File: config.mk
export PLATFORM = sky130hd
export DESIGN_NAME = qlinear_engine
export DESIGN_NICKNAME = d
export VERILOG_FILES = /design/src/rtl/qlinear_pkg.sv /design/src/rtl/qmac_lane.sv /design/src/rtl/qlinear_engine.sv
export SDC_FILE = /design/constraint.sdc
export NUM_CORES = 2
export LEC_CHECK = 0
export ABC_AREA = 1
export BUFFER_PORTS_ARGS = -buffer_cell sky130_fd_sc_hd__buf_2
export CAP_MARGIN = 20
export CORE_MARGIN = 4
export CORE_UTILIZATION = 59
export CTS_CLUSTER_DIAMETER = 30
export CTS_CLUSTER_SIZE = 8
export DETAILED_ROUTE_END_ITERATION = 8
export PLACE_DENSITY_LB_ADDON = 0.1
export SLEW_MARGIN = 20
export SYNTH_ARGS = -nofsm -noshare
export SYNTH_HDL_FRONTEND = slang
export SYNTH_SLANG_ARGS = --single-unit
File: constraint.sdc
create_clock -name clk -period 11.88 [get_ports clk]
set_input_delay 3.564 -clock clk [delete_from_list [all_inputs] [get_ports clk]]
set_output_delay 3.564 -clock clk [all_outputs]
set_load 0.03 [all_outputs]
File: src/rtl/qlinear_pkg.sv
// qlinear_pkg: shared FSM encoding and the round/saturate helper
// used by the quantised linear engine and its MAC lanes.
package qlinear_pkg;

  localparam logic [1:0] S_IDLE  = 2'd0;
  localparam logic [1:0] S_MAC   = 2'd1;
  localparam logic [1:0] S_FINAL = 2'd2;
  localparam logic [1:0] S_OUT   = 2'd3;

  // Rounding and clipping run at this width so the +half term
  // can never wrap, whatever accumulator width the lane uses.
  localparam int WIDE = 64;

  typedef struct packed {
    logic [WIDE-1:0] val;
    logic            clip;
  } sat_t;

  // Round half up at the binary point, then clip to a signed
  // dw-bit range; clip flags that the clamp changed the value.
  function automatic sat_t round_sat(
    input logic signed [WIDE-1:0] a,
    input int                     frac,
    input int                     dw
  );
    sat_t s;
    logic signed [WIDE-1:0] half;
    logic signed [WIDE-1:0] r;
    logic signed [WIDE-1:0] hi;
    logic signed [WIDE-1:0] lo;
    half = (frac > 0) ? (64'sd1 <<< (frac - 1)) : 64'sd0;
    r    = (a + half) >>> frac;
    hi   = (64'sd1 <<< (dw - 1)) - 64'sd1;
    lo   = ~hi;
    s.clip = (r > hi) || (r < lo);
    if (r > hi)      s.val = hi;
    else if (r < lo) s.val = lo;
    else             s.val = r;
    return s;
  endfunction

endpackage

File: src/rtl/qmac_lane.sv
// qmac_lane: one output accumulator. Ports: load_i preloads the bias,
// mac_i accumulates w_i*x_i, fin_i rounds/saturates/ReLUs into y_o, sat_o.
module qmac_lane
  import qlinear_pkg::*;
#(
  parameter int DW   = 16,
  parameter int FRAC = 8,
  parameter int ACC  = 40
) (
  input  logic                 clk,
  input  logic                 rst_n,
  input  logic                 load_i,
  input  logic                 mac_i,
  input  logic                 fin_i,
  input  logic                 relu_i,
  input  logic signed [DW-1:0] bias_i,
  input  logic signed [DW-1:0] w_i,
  input  logic signed [DW-1:0] x_i,
  output logic        [DW-1:0] y_o,
  output logic                 sat_o
);

  logic signed [ACC-1:0]  acc_q, acc_d;
  logic signed [2*DW-1:0] prod;
  logic signed [ACC-1:0]  prod_ext;
  logic signed [ACC-1:0]  bias_ext;
  logic signed [WIDE-1:0] acc_wide;
  logic        [DW-1:0]   y_q, y_d;
  logic                   sat_q, sat_d;
  sat_t                   rs;

  assign prod     = w_i * x_i;
  assign prod_ext = {{(ACC-2*DW){prod[2*DW-1]}}, prod};
  assign bias_ext = {{(ACC-DW){bias_i[DW-1]}}, bias_i} <<< FRAC;
  assign acc_wide = {{(WIDE-ACC){acc_q[ACC-1]}}, acc_q};
  assign rs       = round_sat(acc_wide, FRAC, DW);

  always_comb begin
    acc_d = acc_q;
    if (load_i)     acc_d = bias_ext;
    else if (mac_i) acc_d = acc_q + prod_ext;
  end

  // Saturation is flagged before ReLU, so a clipped negative
  // still reports out_sat even though it reads back as 0.
  always_comb begin
    y_d   = y_q;
    sat_d = sat_q;
    if (fin_i) begin
      y_d   = rs.val[DW-1:0];
      sat_d = rs.clip;
      if (relu_i && rs.val[WIDE-1]) y_d = '0;
    end
  end

  always_ff @(posedge clk or negedge rst_n) begin
    if (!rst_n) begin
      acc_q <= '0;
      y_q   <= '0;
      sat_q <= 1'b0;
    end else begin
      acc_q <= acc_d;
      y_q   <= y_d;
      sat_q <= sat_d;
    end
  end

  assign y_o   = y_q;
  assign sat_o = sat_q;

endmodule

File: src/rtl/qlinear_engine.sv
// qlinear_engine: y = sat(round(W*x + b)) with optional ReLU.
// Weight/bias write ports, valid/ready input and output, busy flag.
module qlinear_engine
  import qlinear_pkg::*;
#(
  parameter int IN_DIM     = 4,
  parameter int OUT_DIM    = 4,
  parameter int DATA_WIDTH = 16,
  parameter int FRAC_BITS  = 8,
  parameter int ACC_WIDTH  = 40
) (
  input  logic                           clk,
  input  logic                           rst_n,
  input  logic                           w_we,
  input  logic [(OUT_DIM>1 ? $clog2(OUT_DIM) : 1)-1:0] w_row,
  input  logic [(IN_DIM>1 ? $clog2(IN_DIM) : 1)-1:0]   w_col,
  input  logic [DATA_WIDTH-1:0]          w_data,
  input  logic                           b_we,
  input  logic [(OUT_DIM>1 ? $clog2(OUT_DIM) : 1)-1:0] b_idx,
  input  logic [DATA_WIDTH-1:0]          b_data,
  input  logic                           in_valid,
  output logic                           in_ready,
  input  logic [IN_DIM*DATA_WIDTH-1:0]   x_in,
  input  logic                           relu_en,
  output logic                           out_valid,
  input  logic                           out_ready,
  output logic [OUT_DIM*DATA_WIDTH-1:0]  y_out,
  output logic [OUT_DIM-1:0]             out_sat,
  output logic                           busy
);

  localparam int KW = (IN_DIM > 1) ? $clog2(IN_DIM) : 1;
  localparam int DW = DATA_WIDTH;

  logic [1:0]             state_q, state_d;
  logic [KW-1:0]          k_q, k_d;
  logic [IN_DIM*DW-1:0]   x_q;
  logic                   relu_q;
  logic [DW-1:0]          w_q [OUT_DIM][IN_DIM];
  logic [DW-1:0]          b_q [OUT_DIM];
  logic [DW-1:0]          xk;
  logic                   idle, accept, last_k;
  logic                   mac_en, fin_en;

  assign idle   = (state_q == S_IDLE);
  // rst_n is folded in so in_ready is low while reset is held.
  assign in_ready = rst_n & idle & ~w_we & ~b_we;
  assign accept = in_valid & in_ready;
  assign last_k = (k_q == KW'(IN_DIM - 1));
  assign mac_en = (state_q == S_MAC);
  assign fin_en = (state_q == S_FINAL);
  assign xk     = x_q[k_q*DW +: DW];

  always_comb begin
    state_d = state_q;
    k_d     = k_q;
    unique case (state_q)
      S_IDLE: begin
        if (accept) begin
          state_d = S_MAC;
          k_d     = '0;
        end
      end
      S_MAC: begin
        k_d = k_q + 1'b1;
        if (last_k) state_d = S_FINAL;
      end
      S_FINAL: state_d = S_OUT;
      S_OUT:   if (out_ready) state_d = S_IDLE;
      default: state_d = S_IDLE;
    endcase
  end

  always_ff @(posedge clk or negedge rst_n) begin
    if (!rst_n) begin
      state_q <= S_IDLE;
      k_q     <= '0;
      x_q     <= '0;
      relu_q  <= 1'b0;
    end else begin
      state_q <= state_d;
      k_q     <= k_d;
      if (accept) begin
        x_q    <= x_in;
        relu_q <= relu_en;
      end
    end
  end

  always_ff @(posedge clk or negedge rst_n) begin
    if (!rst_n) begin
      for (int o = 0; o < OUT_DIM; o++) begin
        b_q[o] <= '0;
        for (int i = 0; i < IN_DIM; i++) w_q[o][i] <= '0;
      end
    end else if (idle) begin
      if (w_we) w_q[w_row][w_col] <= w_data;
      if (b_we) b_q[b_idx] <= b_data;
    end
  end

  for (genvar o = 0; o < OUT_DIM; o++) begin : g_lane
    qmac_lane #(
      .DW   (DW),
      .FRAC (FRAC_BITS),
      .ACC  (ACC_WIDTH)
    ) u_lane (
      .clk    (clk),
      .rst_n  (rst_n),
      .load_i (accept),
      .mac_i  (mac_en),
      .fin_i  (fin_en),
      .relu_i (relu_q),
      .bias_i (b_q[o]),
      .w_i    (w_q[o][k_q]),
      .x_i    (xk),
      .y_o    (y_out[o*DW +: DW]),
      .sat_o  (out_sat[o])
    );
  end

  assign out_valid = (state_q == S_OUT);
  assign busy      = ~idle;

endmodule

=== Word level (Yosys, flattened, before mapping) ===
Cells that the tools add are included.

* Equal/unequal tests: 7
* Order comparisons: 15
* Bitwise logic cells: 11
* Reduce and logical (&&, ||, !) cells: 18
* $mul: 4
* Multiplexer cells: 46
* Add/subtract/negate cells: 9
* Shift operators: 1

{| class="wikitable"
|+ Operators by type and width
! cell !! count
|-
| 64-bit two-way mux || 9
|-
| 40-bit two-way mux || 8
|-
| 256-bit bitwise mux || 1
|-
| 16-bit two-way mux || 14
|-
| 40-bit by 9-bit adder with 41-bit output, second input constant || 4
|-
| 40-bit by 32-bit adder with 40-bit output || 4
|-
| 33-bit by 16-bit > comparator with 1-bit output, second input constant || 4
|-
| 33-bit by 16-bit less-than comparator with 1-bit output, second input constant || 4
|-
| 16-bit binary-select mux with 2-bit select || 4
|-
| 64-bit demux with 2-bit select || 1
|-
| 16-bit by 16-bit multiplier with 32-bit output || 4
|-
| 64-bit bitwise mux || 1
|-
| 16-bit demux with 2-bit select || 2
|-
| 64-bit by 7-bit variable part select with 16-bit output || 1
|-
| 3-bit greater-or-equal comparator, second input constant || 4
|-
| 2-bit inverter with 3-bit output || 4
|-
| 3-bit by 1-bit less-than comparator with 1-bit output, second input constant || 3
|-
| 2-bit two-way mux || 4
|-
| 2-bit case mux with 4 select lines || 1
|-
| 1-bit logical AND || 7
|-
| 2-bit equality test, second input constant || 3
|-
| 2-bit AND reduction || 3
|-
| 1-bit AND || 4
|-
| 1-bit logical OR || 4
|-
| 9 further kinds || 13
|}

* Register bits after elaboration: 617

=== Logic depth before layout (Yosys ltp) ===
* Depth in word-level cells: 8
* Gate-level depth with buffers: 38
* Mapped depth without buffers: 33

=== Hierarchy ===
From an unflattened synthesis, not the netlist that was laid out.

* Cells, all modules: 10707
* Area total of the unflattened synthesis: 82779.4 um^2

{| class="wikitable"
|+ Modules (own cells, without submodules)
! module !! cells each !! seq. area each (um^2) !! instances !! area each (um^2)
|-
| qmac_lane (g_lane[1].u_lane) || 2210 || 1426.4 || 1 || 16639.7
|-
| qmac_lane (g_lane[2].u_lane) || 2216 || 1426.4 || 1 || 16639.7
|-
| qmac_lane (g_lane[3].u_lane) || 2210 || 1426.4 || 1 || 16613.4
|-
| qmac_lane (g_lane[0].u_lane) || 2194 || 1426.4 || 1 || 16572.1
|-
| qlinear_engine || 1877 || 9734.3 || 1 || 16314.4
|}

=== Worst setup path before layout ===
Ideal clock, no wire load.

* Path kind: input to output
* Start: input b_we
* End: output in_ready
* Data required time: 8.316 ns
* Data arrival time: 4.308 ns
* Stages on the path: 1
* Buffers on the path: 0
* Path slack: 4.008 ns
* Cells stage by stage: nor3_1

* Word-level cells in the longest chain between the ends: 2

{| class="wikitable"
|+ Ends and longest elaborated chain
! what !! RTL line !! source
|-
| from (decl) || qlinear_engine.sv:18 || <nowiki>input logic b_we,</nowiki>
|-
| 1-bit inverter || qlinear_engine.sv:47 || <nowiki>assign in_ready = rst_n & idle & ~w_we & ~b_we;</nowiki>
|-
| 1-bit AND || qlinear_engine.sv:47 ||
|-
| to (decl) || qlinear_engine.sv:22 || <nowiki>output logic in_ready,</nowiki>
|}

Every way passes these cells.

=== Final worst setup path ===
* Start: register k_q[0]
* End: register g_lane[1].u_lane.acc_q[39]

* Word-level cells in the longest chain between the ends: 8
* Elaborated cells on any way between the ends: 9
* Classes of those cells: add/sub (1); mul (1); shift (1); mux (5); bitwise (1)

{| class="wikitable"
|+ Ends and longest elaborated chain
! what !! RTL line !! source
|-
| from (decl) || qlinear_engine.sv:36 || <nowiki>logic [KW-1:0] k_q, k_d;</nowiki>
|-
| from (signal assigned) || qlinear_engine.sv:82 || <nowiki>k_q <= k_d;</nowiki>
|-
| parallel branches: the longest is 4 deep, another holds 64-bit by 7-bit variable part select with 16-bit output || n/a ||
|-
| 16-bit by 16-bit multiplier with 32-bit output * || qmac_lane.sv:32 || <nowiki>assign prod = w_i * x_i;</nowiki>
|-
| 40-bit by 32-bit adder with 40-bit output * || qmac_lane.sv:41 || <nowiki>else if (mac_i) acc_d = acc_q + prod_ext;</nowiki>
|-
| 40-bit two-way mux * || qmac_lane.sv:41 ||
|-
| 40-bit two-way mux * || qmac_lane.sv:40 || <nowiki>if (load_i) acc_d = bias_ext;</nowiki>
|-
| to (signal assigned) || qmac_lane.sv:58 || <nowiki>acc_q <= '0;</nowiki>
|-
| to (signal assigned) || qmac_lane.sv:62 || <nowiki>acc_q <= acc_d;</nowiki>
|-
| to (decl) || qmac_lane.sv:23 || <nowiki>logic signed [ACC-1:0] acc_q, acc_d;</nowiki>
|}

Every way passes the cells marked *. The select of a mux whose other input is x is not followed.
A chain may end at the register's enable or synchronous reset.

==> metrics.md <==
| Metric | Value |
|---|---|
| Cell with the most instances after synthesis | `sky130_fd_sc_hd__nand2_1` |
| Tot GR Track Use | `38.4%` |
| Via Count | `69500` |
| Yosys reg bits | `617` |
| Min-Delay Path Class | `flip-flop to flip-flop` |
| Shortest period the worst path allows | `9.42 ns` |
| Startpoint kind of the worst setup timing path | `flip-flop` |
| Ys async rst share | `100%` |
| Deepest level of the CTS H-tree | `4` |
| Clock transition at the register clock pins on the worst setup and hold paths after CTS | `0.04 ns` |
| Clock tree from TritonCTS | `done` |
| Post-Syn Instances | `10200` |
| Core area | `0.136 sq mm` |
| Final Slew Violations | `0` |
| Via density | `5.67` |
| Maximum clock skew at final layout | `0.0484 ns` |
| Top cell family by delay on the critical path | `adder cells` |
| Die Outline Area | `0.144 sq mm` |
| Total standard cell area after synthesis | `0.0812 sq mm` |
| Count of final setup violators | `0` |
| Most common flop cell mapped by yosys | `sky130_fd_sc_hd__dfrtp_1` |
| Antenna violations before repair | `14` |
| Setup repair after global routing missed its margin | `false` |
| Quantity of I/O buffers inserted on ports | `179` |
| Worst path required time | `12.54 ns` |
| Die height | `379 um` |
| WP data arrival | `10.07 ns` |
| Synth top area share | `32.5%` |
| Highest Clock Rate | `106 MHz` |
| Yosys cell types | `49` |
| Number of placed I/O pins | `180` |
| Later-pin clock latency in the skew report | `0.79 ns` |
| Fin Setup TNS | `0 ns` |
| First-pass GRT wire length | `421000 um` |
| Crit Path Category | `flip-flop to flip-flop` |
| CP Max Fanout | `73` |
| Final weighted congestion in routability-driven placement | `0.990` |
| Final period util | `79.3%` |
| Bufs on Longest Clock Path | `3` |
| Slowest cell on crit path | `sky130_fd_sc_hd__dfrtp_4` |
| Buffer cell driving the clock tree root | `sky130_fd_sc_hd__clkbuf_16` |
| Synthesis-to-finish area growth | `10.8%` |
| Sequential cell area fraction in the yosys report | `19.0%` |
| Most used cell along the critical path | `sky130_fd_sc_hd__inv_1` |
| Layout Nets | `12200` |
| Buffers & Inverters on Critical Path | `10` |
| DRC violation total after the first TritonRoute iteration | `6455` |
| Count of warnings emitted by yosys | `0` |
| Chip width | `379 um` |
| Post-CTS Setup Repair Bufs | `0` |
| Detailed Routing Iterations Pass 1 | `8` |
| Pre-CTS worst setup slack | `2.70 ns` |
| Share of the core filled with cells | `66.1%` |
| Min setup slack post-route | `2.46 ns` |
| Average wire per standard cell | `21.9 um` |
| Estimated wirelength of the detail-placed design | `209000 um` |
| Layout cell share with drive strength beyond 1 | `6.63%` |
| Largest cells by area after synthesis | `sky130_fd_sc_hd__fa_1 33%, sky130_fd_sc_hd__dfrtp_1 19%, sky130_fd_sc_hd__nand2_1 12%, sky130_fd_sc_hd__inv_1 9.9%, sky130_fd_sc_hd__ha_1 7.3%` |
| Number of max-cap violations | `0` |
| Grt total ovfl | `0` |
| Post-synth EDFFs | `0` |
| # clock sinks | `617` |
| Number of buffers created by CTS | `161` |
| Sum of routed wire length over all layers | `268000 um` |
| Row cnt | `135` |
| Mean instance size in the synthesized netlist | `7.95 sq um` |
| Resized Gates After CTS | `0` |
| Max_slew headroom | `21.0%` |
| Vias in the first global route | `72700` |
| Final Hold Viols | `0` |
| Drc violations | `0` |
| Kind of capture point of the worst setup path | `flip-flop` |
| Leading cell types by count after synthesis | `2519 x sky130_fd_sc_hd__nand2_1, 2131 x sky130_fd_sc_hd__inv_1, 1320 x sky130_fd_sc_hd__fa_1` |
| Max incr delay on CP | `0.95 ns` |
| Status | `complete, no violations` |
| Post-route worst hold slack | `0.470 ns` |
| Antenna-violating nets left | `0` |
| Post-CTS Hold Fix Bufs | `0` |
| Effective utilization at floorplan | `59.6%` |
| Net count of the mapped netlist | `12100` |
| Leading area contributor after synthesis | `sky130_fd_sc_hd__fa_1` |
| Slew at the pin closest to its max-slew limit | `1.19 ns` |
| Maximum number of pins on one net before global-route repair | `119` |
==> kinds of logic (layout without fill, tap and decap cells) <==
group | count (synthesis) | after routing | synth area share [%]
buffers and inverters | 2518 | 2773 | 11.9
AO/OA/AOI/OAI | 1171 | 1171 | 8.45
AND/OR/NAND/NOR | 3990 | 3990 | 19.4
adder cells (fa/ha/maj) | 1794 | 1794 | 39.9
XOR/XNOR | 127 | 127 | 1.37
flip-flops | 617 | 617 | 19.0
other | 0 | 11 | 0
==> worst paths after layout <==
path | slack (ns) | cells past startpoint | to | startpoint
max | 2.46 | 29 | g_lane[1].u_lane.acc_q[39]$_DFFE_PN0P_ | k_q[0]$_DFFE_PN0P_
min | 0.47 | 2 | g_lane[0].u_lane.y_o[4]$_DFFE_PN0P_ | g_lane[0].u_lane.y_o[4]$_DFFE_PN0P_
max reg2reg | 2.46 | 29 | g_lane[1].u_lane.acc_q[39]$_DFFE_PN0P_ | k_q[0]$_DFFE_PN0P_
min reg2reg | 0.47 | 2 | g_lane[0].u_lane.y_o[4]$_DFFE_PN0P_ | g_lane[0].u_lane.y_o[4]$_DFFE_PN0P_
max in group asynchronous | 4.44 | 6 | b_q[49]$_DFFE_PN0P_ | rst_n
min in group asynchronous | 2.69 | 1 | x_q[10]$_DFFE_PN0P_ | rst_n
==> stage by stage <==
step / cell area (sq um) / instances
after floorplan: 81200 / 10200
after global placement: 84000 / 12000
after detailed placement: 84000 / 12000
after CTS: 89900 / 12300
after global routing: 89900 / 12300
final: 89900 / 12300
==> routing by layer <==
metal  global-route usage (%)  share of wire, %
met5                        0             0.017
met4                     20.1               6.1
met3                     8.97               9.3
met2                     60.4                45
met1                     49.9                39
==> state kept, by name (all words and copies together), names as in the netlist <==
register,cells
g_lane.u_lane.y_o,64
g_lane.u_lane.acc_q,160
x_q,64
relu_q,1
b_q,64
g_lane.u_lane.sat_o,4
k_q,2
state_q,2
w_q,256
==> worst register-to-register path: cells and delay by family (launching register included) <==
kind	cells	cell delay, ns
buffers and inverters	10	2.60
adders and majority gates	7	3.67
and+or+nand+nor	6	0.78
DFF	1	0.95
AOI/OAI and AO/OA	6	1.29
==> final cells by class <==
type / instances / area (sq um)
Antenna cell: 11 / 27.5
Fill cell: 11600 / 46200
Multi-Input combinational cell: 7082 / 56300
Clock buffer: 216 / 4550
Tap cell: 1781 / 2230
Inverter: 2174 / 8170
Clock inverter: 83 / 1320
Timing Repair Buffer: 300 / 1880
Sequential cell: 617 / 15400
==> layout by cell type (no fill, tap or decap), types with 34 or more instances in the layout <==
cell type / Yosys / routed
sky130_fd_sc_hd__buf_4: 11 / 114
sky130_fd_sc_hd__nor3_1: 38 / 37
sky130_fd_sc_hd__o211ai_1: 47 / 47
sky130_fd_sc_hd__fa_1: 1320 / 1320
sky130_fd_sc_hd__o21ai_1: 34 / 34
sky130_fd_sc_hd__nand4_1: 62 / 62
sky130_fd_sc_hd__a21oi_1: 302 / 302
sky130_fd_sc_hd__xnor2_1: 60 / 60
sky130_fd_sc_hd__nand3_1: 243 / 242
sky130_fd_sc_hd__a32oi_1: 57 / 47
sky130_fd_sc_hd__inv_1: 2131 / 2129
sky130_fd_sc_hd__a31oi_1: 34 / 34
sky130_fd_sc_hd__o21ai_0: 548 / 548
sky130_fd_sc_hd__nor2_1: 1047 / 1047
sky130_fd_sc_hd__dfrtp_1: 617 / 616
sky130_fd_sc_hd__clkbuf_16: 0 / 162
sky130_fd_sc_hd__xor2_1: 67 / 67
sky130_fd_sc_hd__buf_2: 97 / 178
sky130_fd_sc_hd__nand2_1: 2519 / 2516
sky130_fd_sc_hd__ha_1: 474 / 473
Power is not shown: default switching activity piles up to over one toggle a cycle in this logic, so the estimate is an artifact.
